[src/rtl/operand_fetch_seq.sv]
// Operand sequencer for the 16-bit FU: resolves MSP430 source/destination addressing, fetches
// extension words and operands over req/ack, and writes the result back. Constant generator: CONST_GEN_EN.
module operand_fetch_seq #(
  parameter logic [3:0] PC_REG = 4'd0,
  parameter logic [3:0] SP_REG = 4'd1
) (
  input  logic        clk,
  input  logic        rst,
  input  logic        start,
  input  logic        two_op,
  input  logic [1:0]  as_mode,
  input  logic        ad_mode,
  input  logic [3:0]  src_reg,
  input  logic [3:0]  dst_reg,
  input  logic        bw,
  input  logic        no_wb,
  output logic        busy,
  output logic        done,
  output logic [3:0]  rf_a_sel,
  input  logic [15:0] rf_a_data,
  output logic [3:0]  rf_b_sel,
  input  logic [15:0] rf_b_data,
  input  logic [15:0] pc,
  output logic        pc_inc,
  output logic        rf_we,
  output logic [3:0]  rf_wsel,
  output logic [15:0] rf_wdata,
  output logic        mem_req,
  output logic        mem_we,
  output logic        mem_bw,
  output logic [15:0] mem_addr,
  output logic [15:0] mem_wdata,
  input  logic [15:0] mem_rdata,
  input  logic        mem_ack,
  output logic [15:0] fu_src,
  output logic [15:0] fu_dst,
  input  logic [15:0] fu_result,
  output logic        sr_we
);

  typedef enum logic [2:0] {
    IDLE, S_EXT, S_MEM, D_EXT, D_MEM, EXEC, WB_MEM, DONE
  } state_t;

  state_t state_q, state_d;

  logic        two_op_q, ad_q, bw_q, no_wb_q;
  logic [1:0]  as_q;
  logic [3:0]  src_sel_q, dst_sel_q;
  logic        smem_q, sreg_q, imm_q, abs_q;
  logic [15:0] ext_q, sop_q, dop_q, daddr_q, res_q;

  logic        in_cg, in_abs, in_imm, in_sext, in_smem;
  logic [15:0] cg_val;

`ifdef CONST_GEN_EN
  // R3 in any mode and R2 in the two indirect modes never touch the bus
  assign in_cg  = (src_reg == 4'd3) || (src_reg == 4'd2 && as_mode[1]);
  assign in_abs = (src_reg == 4'd2) && (as_mode == 2'b01);
  always_comb begin
    cg_val = 16'h0000;
    if (src_reg == 4'd3) begin
      case (as_mode)
        2'b00:   cg_val = 16'h0000;
        2'b01:   cg_val = 16'h0001;
        2'b10:   cg_val = 16'h0002;
        default: cg_val = 16'hFFFF;
      endcase
    end else if (src_reg == 4'd2) begin
      cg_val = as_mode[0] ? 16'h0008 : 16'h0004;
    end
  end
`else
  assign in_cg  = 1'b0;
  assign in_abs = 1'b0;
  assign cg_val = 16'h0000;
`endif

  assign in_imm  = (as_mode == 2'b11) && (src_reg == PC_REG) && !in_cg;
  assign in_sext = ((as_mode == 2'b01) && !in_cg) || in_imm;
  assign in_smem = (as_mode != 2'b00) && !in_imm && !in_cg;

  logic        dpath, res_reg, res_mem;
  logic [15:0] src_addr, dst_addr, rd_val, wb_val, inc_step;

  assign dpath    = two_op_q & ad_q;
  assign res_reg  = two_op_q ? !ad_q : sreg_q;
  assign res_mem  = two_op_q ? ad_q : smem_q;
  assign src_addr = (as_q == 2'b01) ? ((abs_q ? 16'h0000 : rf_a_data) + ext_q) : rf_a_data;
  assign dst_addr = rf_b_data + ext_q;
  assign rd_val   = bw_q ? {8'h00, mem_rdata[7:0]} : mem_rdata;
  assign wb_val   = bw_q ? {8'h00, fu_result[7:0]} : fu_result;
  assign inc_step = (bw_q && src_sel_q != PC_REG && src_sel_q != SP_REG) ? 16'd1 : 16'd2;

  assign rf_a_sel = src_sel_q;
  assign rf_b_sel = dst_sel_q;

  // Register operands are read live in EXEC and held in the latches for DONE,
  // so an EXEC write to the same register cannot disturb the FU inputs.
  assign fu_src = (state_q == EXEC && sreg_q) ? rf_a_data : sop_q;
  assign fu_dst = !two_op_q ? fu_src :
                  (state_q == EXEC && !ad_q) ? rf_b_data : dop_q;

  always_ff @(posedge clk) begin
    if (rst) state_q <= IDLE;
    else     state_q <= state_d;
  end

  always_comb begin
    state_d   = state_q;
    busy      = (state_q != IDLE);
    done      = (state_q == DONE);
    pc_inc    = 1'b0;
    rf_we     = 1'b0;
    rf_wsel   = 4'd0;
    rf_wdata  = 16'h0000;
    mem_req   = 1'b0;
    mem_we    = 1'b0;
    mem_bw    = 1'b0;
    mem_addr  = 16'h0000;
    mem_wdata = 16'h0000;
    sr_we     = 1'b0;
    case (state_q)
      IDLE: begin
        if (start) begin
          if (in_sext)                 state_d = S_EXT;
          else if (in_smem)            state_d = S_MEM;
          else if (two_op && ad_mode)  state_d = D_EXT;
          else                         state_d = EXEC;
        end
      end
      S_EXT: begin
        mem_req  = 1'b1;
        mem_addr = pc;
        if (mem_ack) begin
          pc_inc  = 1'b1;
          state_d = smem_q ? S_MEM : (dpath ? D_EXT : EXEC);
        end
      end
      S_MEM: begin
        mem_req  = 1'b1;
        mem_bw   = bw_q;
        mem_addr = src_addr;
        if (mem_ack) begin
          if (as_q == 2'b11) begin
            rf_we    = 1'b1;
            rf_wsel  = src_sel_q;
            rf_wdata = rf_a_data + inc_step;
          end
          state_d = dpath ? D_EXT : EXEC;
        end
      end
      D_EXT: begin
        mem_req  = 1'b1;
        mem_addr = pc;
        if (mem_ack) begin
          pc_inc  = 1'b1;
          state_d = D_MEM;
        end
      end
      D_MEM: begin
        mem_req  = 1'b1;
        mem_bw   = bw_q;
        mem_addr = dst_addr;
        if (mem_ack) state_d = EXEC;
      end
      EXEC: begin
        sr_we = 1'b1;
        if (res_reg && !no_wb_q) begin
          rf_we    = 1'b1;
          rf_wsel  = two_op_q ? dst_sel_q : src_sel_q;
          rf_wdata = wb_val;
        end
        state_d = (res_mem && !no_wb_q) ? WB_MEM : DONE;
      end
      WB_MEM: begin
        mem_req   = 1'b1;
        mem_we    = 1'b1;
        mem_bw    = bw_q;
        mem_addr  = daddr_q;
        mem_wdata = res_q;
        if (mem_ack) state_d = DONE;
      end
      DONE:    state_d = IDLE;
      default: state_d = IDLE;
    endcase
  end

  always_ff @(posedge clk) begin
    if (rst) begin
      two_op_q  <= 1'b0;
      ad_q      <= 1'b0;
      bw_q      <= 1'b0;
      no_wb_q   <= 1'b0;
      as_q      <= 2'b00;
      src_sel_q <= 4'd0;
      dst_sel_q <= 4'd0;
      smem_q    <= 1'b0;
      sreg_q    <= 1'b0;
      imm_q     <= 1'b0;
      abs_q     <= 1'b0;
      ext_q     <= 16'h0000;
      sop_q     <= 16'h0000;
      dop_q     <= 16'h0000;
      daddr_q   <= 16'h0000;
      res_q     <= 16'h0000;
    end else begin
      case (state_q)
        IDLE: if (start) begin
          two_op_q  <= two_op;
          ad_q      <= ad_mode;
          bw_q      <= bw;
          no_wb_q   <= no_wb;
          as_q      <= as_mode;
          src_sel_q <= src_reg;
          dst_sel_q <= dst_reg;
          smem_q    <= in_smem;
          sreg_q    <= (as_mode == 2'b00) && !in_cg;
          imm_q     <= in_imm;
          abs_q     <= in_abs;
          sop_q     <= cg_val;
        end
        S_EXT: if (mem_ack) begin
          ext_q <= mem_rdata;
          if (imm_q) sop_q <= rd_val;
        end
        S_MEM: if (mem_ack) begin
          sop_q <= rd_val;
          // single-operand results go back where the operand came from
          if (!two_op_q) daddr_q <= src_addr;
        end
        D_EXT: if (mem_ack) ext_q <= mem_rdata;
        D_MEM: if (mem_ack) begin
          dop_q   <= rd_val;
          daddr_q <= dst_addr;
        end
        EXEC: begin
          sop_q <= fu_src;
          dop_q <= fu_dst;
          res_q <= wb_val;
        end
        default: ;
      endcase
    end
  end

endmodule
[config.mk]
export PLATFORM = sky130hd
export DESIGN_NAME = operand_fetch_seq
export DESIGN_NICKNAME = d
export VERILOG_FILES = /design/src/rtl/operand_fetch_seq.sv
export SDC_FILE = /design/constraint.sdc
export NUM_CORES = 1
export LEC_CHECK = 0
export BUFFER_PORTS_ARGS = -buffer_cell sky130_fd_sc_hd__buf_2
export CAP_MARGIN = 20
export CORE_UTILIZATION = 35
export CTS_CLUSTER_DIAMETER = 50
export CTS_CLUSTER_SIZE = 14
export DETAILED_ROUTE_END_ITERATION = 12
export HOLD_SLACK_MARGIN = 0.02
export PLACE_DENSITY = 0.62
export SKIP_CTS_REPAIR_TIMING = 1
export SYNTH_ARGS = -nofsm -noshare
export SYNTH_HDL_FRONTEND = slang
export SYNTH_SLANG_ARGS = --single-unit
[constraint.sdc]
create_clock -name clk -period 6.9 [get_ports clk]
set_input_delay 0.345 -clock clk [delete_from_list [all_inputs] [get_ports clk]]
set_output_delay 0.345 -clock clk [all_outputs]
set_load 0.02 [all_outputs]
==> results.toml <==
[run]
drv_cap = 0

[worst_setup_path]
start_kind = "flop"
r2r_setup_slack_ps = 3640
crit_chain = "o31ai_1 -> inv_1 -> ha_1 -> inv_1 -> fa_1 -> nor4b_1 -> nand3_1 -> xor2_1 -> o22ai_1 -> buf_2"
cp-startpoint = "bw_q$_SDFFE_PP0P_"
reg2reg_depth = 9
slowest_delay_ps = 890
r2r-start = "state_q[1]$_SDFFE_PP0P_"
cp_max_fo = 20
worstSetupPathType = "flop to output port"
end_kind = "output port"
cp.buffers_inverters = 3
crit_slowest_cell = "dfxtp_1"
cpLargestDelayFamily = "flip-flops"
worstPathRequired_ps = 6550
arrival_ps = 3650
r2r_end = "dop_q[2]$_SDFFE_PP0P_"
crit_top_cell = "inv_1"

[power_and_ir_drop]
p_seq_share_pct = 28.8
power_switching_uw = 1412
ir_worst_vdd_v = 0.0002207
clkPwrFrac_pct = 16.8
cellPowerDensity_nw_per_um2 = 333.5
power.leakage_uw = 0.003728
pwr-share-comb_pct = 54.4
sw_frac_of_total_pct = 47.86
p_int_uw = 1538

[sta]
fmax_mhz = 250.1
worst_slack_ps = 2902
period_minus_slack_ps = 3998
slew_headroom_pct = 31.28
tightest_slew_ps = 1025
setup_viol = 0
final_hold_viol_count = 0
finClkSkew_ps = 7.261
fin_setup_tns_ps = 0
final_max_slew_viol_count = 0
rsz0062_at_grt = "no"
final.period_utilization_pct = 57.94

[clock_tree]
cts_sinks = 100
cts_buffer_depth = 2
cts_root_buffer = "clkbuf_16"
cts_made_buffers = 9
clk_pin_slew_worst_paths_ps = 70
cts_tree = "done"
clock_latency_ps = 360
cts_max_level = 3

[worst_hold_path]
hold_start = "dst_reg[1]"
hp-class = "input port to flop"
min_to = "rf_b_sel[1]$_SDFFE_PP0P_"
whs_path_depth = 3

[placement]
globalplace.congestion = 0.8916
hpwl_um = 19900
dp.cells = 1424
place_ws_ps = 3332
placement.io_buffers = 197

[yosys]
synth_edf_count = 0
ys_types = 78
ys_seq_area_share_pct = 26.87
syn_area_per_cell_um2 = 7.348
netlist_instances = 1014
synth_flop_cell = "dfxtp_1"
netlist_area_um2 = 7451
yosysWarnings = 0
synth.most_common_cell = "nand2_1"
yosys.area.top_type = "dfxtp_1"
async_reset_ff_share_pct = 0
synth_fp_nets = 1147
ys_ff_latch = 100
ys_top_cells_by_area = "dfxtp_1, nand2_1, a21oi_1"
yosys-top-cells-count = "nand2_1, nor2_1, dfxtp_1"
netlist.area_leader.share_pct = 26.87

[final_layout]
fillers = 2275
n_antenna_cell = 0
final_nets = 1295
final_cell_count_no_fill = 1442
drive_above_1_share_pct = 22.71
synthToLayoutAreaGrowth_pct = 18.74

[floorplanning]
die_h_um = 147.9
io_pins = 198
row_count = 53
core_um2 = 20960
start_util_pct = 35.56
die_w_um = 147.9
dieArea_um2 = 21880

[route]
drt-pass1-iter-count = 6
antenna_left = 0
wl_per_cell_um = 18.44
vias = 7976
routed_wl_um = 26590
drcViolationCount = 0
viasPerCell = 5.531
dr.first_iter.drc_count = 703

[global_route]
grtUsageTotal_pct = 24.12
grt_pass1_vias = 7012
antenna_found_initial = 0
grt_overflow = 0
grt_max_degree = 56
grt_pass1_wl_um = 40720

[status]
status = "finished clean"
-- worst max path at each step --
stage	end	slack, ps	cells past startpoint
after floorplan	rf_wdata[12]	3710	11
after global placement	rf_wdata[12]	3430	10
after detailed placement	rf_wdata[12]	3330	10
after CTS	rf_wdata[12]	2920	10
after global routing	rf_wdata[14]	2700	10
final	rf_wdata[12]	2900	10
-- routing by layer --
layer	track usage [%]	part of all wire, %
met5	0	0
met4	6.495	1.7
met3	3.488	6.7
met2	35.31	43
met1	36.29	49
-- flip-flops by register name, indices dropped and copies added (netlist names) --
name	count
ad_q	1
as_q	2
bw_q	1
daddr_q	16
dop_q	16
ext_q	16
imm_q	1
no_wb_q	1
res_q	16
rf_a_sel	4
rf_b_sel	4
smem_q	1
sop_q	16
sreg_q	1
state_q	3
two_op_q	1
-- cell families (layout without fill, tap and decap cells) --
| family | count (synthesis) | count (layout) | share of synthesized area (%) |
|---|---|---|---|
| AO/OA/AOI/OAI | 307 | 307 | 28.04 |
| XOR/XNOR | 40 | 40 | 4.702 |
| multiplexers | 24 | 24 | 3.678 |
| AND/OR/NAND/NOR | 421 | 421 | 25.42 |
| buffers and inverters | 87 | 240 | 5.105 |
| adder cells (fa/ha/maj) | 35 | 35 | 6.180 |
| flip-flops | 100 | 100 | 26.87 |
-- worst min-delay path, stage by stage --
cell and delay (ps):
buf_2 90, nand2_1 40, a21oi_1 50
-- stage by stage --
stage,power [uW],instance area (um2),util [%],hold WS [ps]
after floorplan,1980,7451,-,427.3
final,2951,8847,42.22,220.1
after CTS,2943,8808,42.03,211.6
after global routing,3155,8847,42.22,228.3
after detailed placement,2440,8533,40.72,439.0
after global placement,2428,8533,40.72,435.5
-- cells in the final DEF, fill, tap and decap left out, types with 9 or more instances in the layout --
cell type  count
nand2_1      204
buf_2        196
nor2_1       104
dfxtp_1      100
a21oi_1       84
o21ai_0       41
a211oi_1      32
ha_1          32
a22oi_1       25
xor2_1        24
mux2_2        19
a31oi_1       18
and2_1        18
nand3_1       17
xnor2_1       16
a311oi_1      16
nor3_1        15
inv_1         13
a21o_1        13
nand2b_1      11
o211ai_1      11
nor3b_1       11
buf_4         10
clkbuf_16      9
-- power groups by stage --
stage / clock network (uW) / registers, uW / logic [uW]
finish: 496 / 851 / 1600
CTS: 509 / 847 / 1590
floorplan: 0 / 809 / 1170
global placement: 0 / 857 / 1570
global route: 530 / 873 / 1750
detailed placement: 0 / 860 / 1580
-- final cells by class --
| class | count | area, um2 | share of cell area [%] |
|---|---|---|---|
| flip-flops and latches | 100 | 2002 | 22.63 |
| repair buffers | 208 | 1095 | 12.37 |
| multi-input cells | 827 | 5071 | 57.32 |
| inverters | 16 | 60.06 | 0.6788 |
| well taps | 275 | 344.1 | 3.889 |
| clock buffers | 10 | 229.0 | 2.588 |
| clock inverters | 6 | 46.29 | 0.5233 |
No activity file was read; power rests on OpenSTA's default activity.
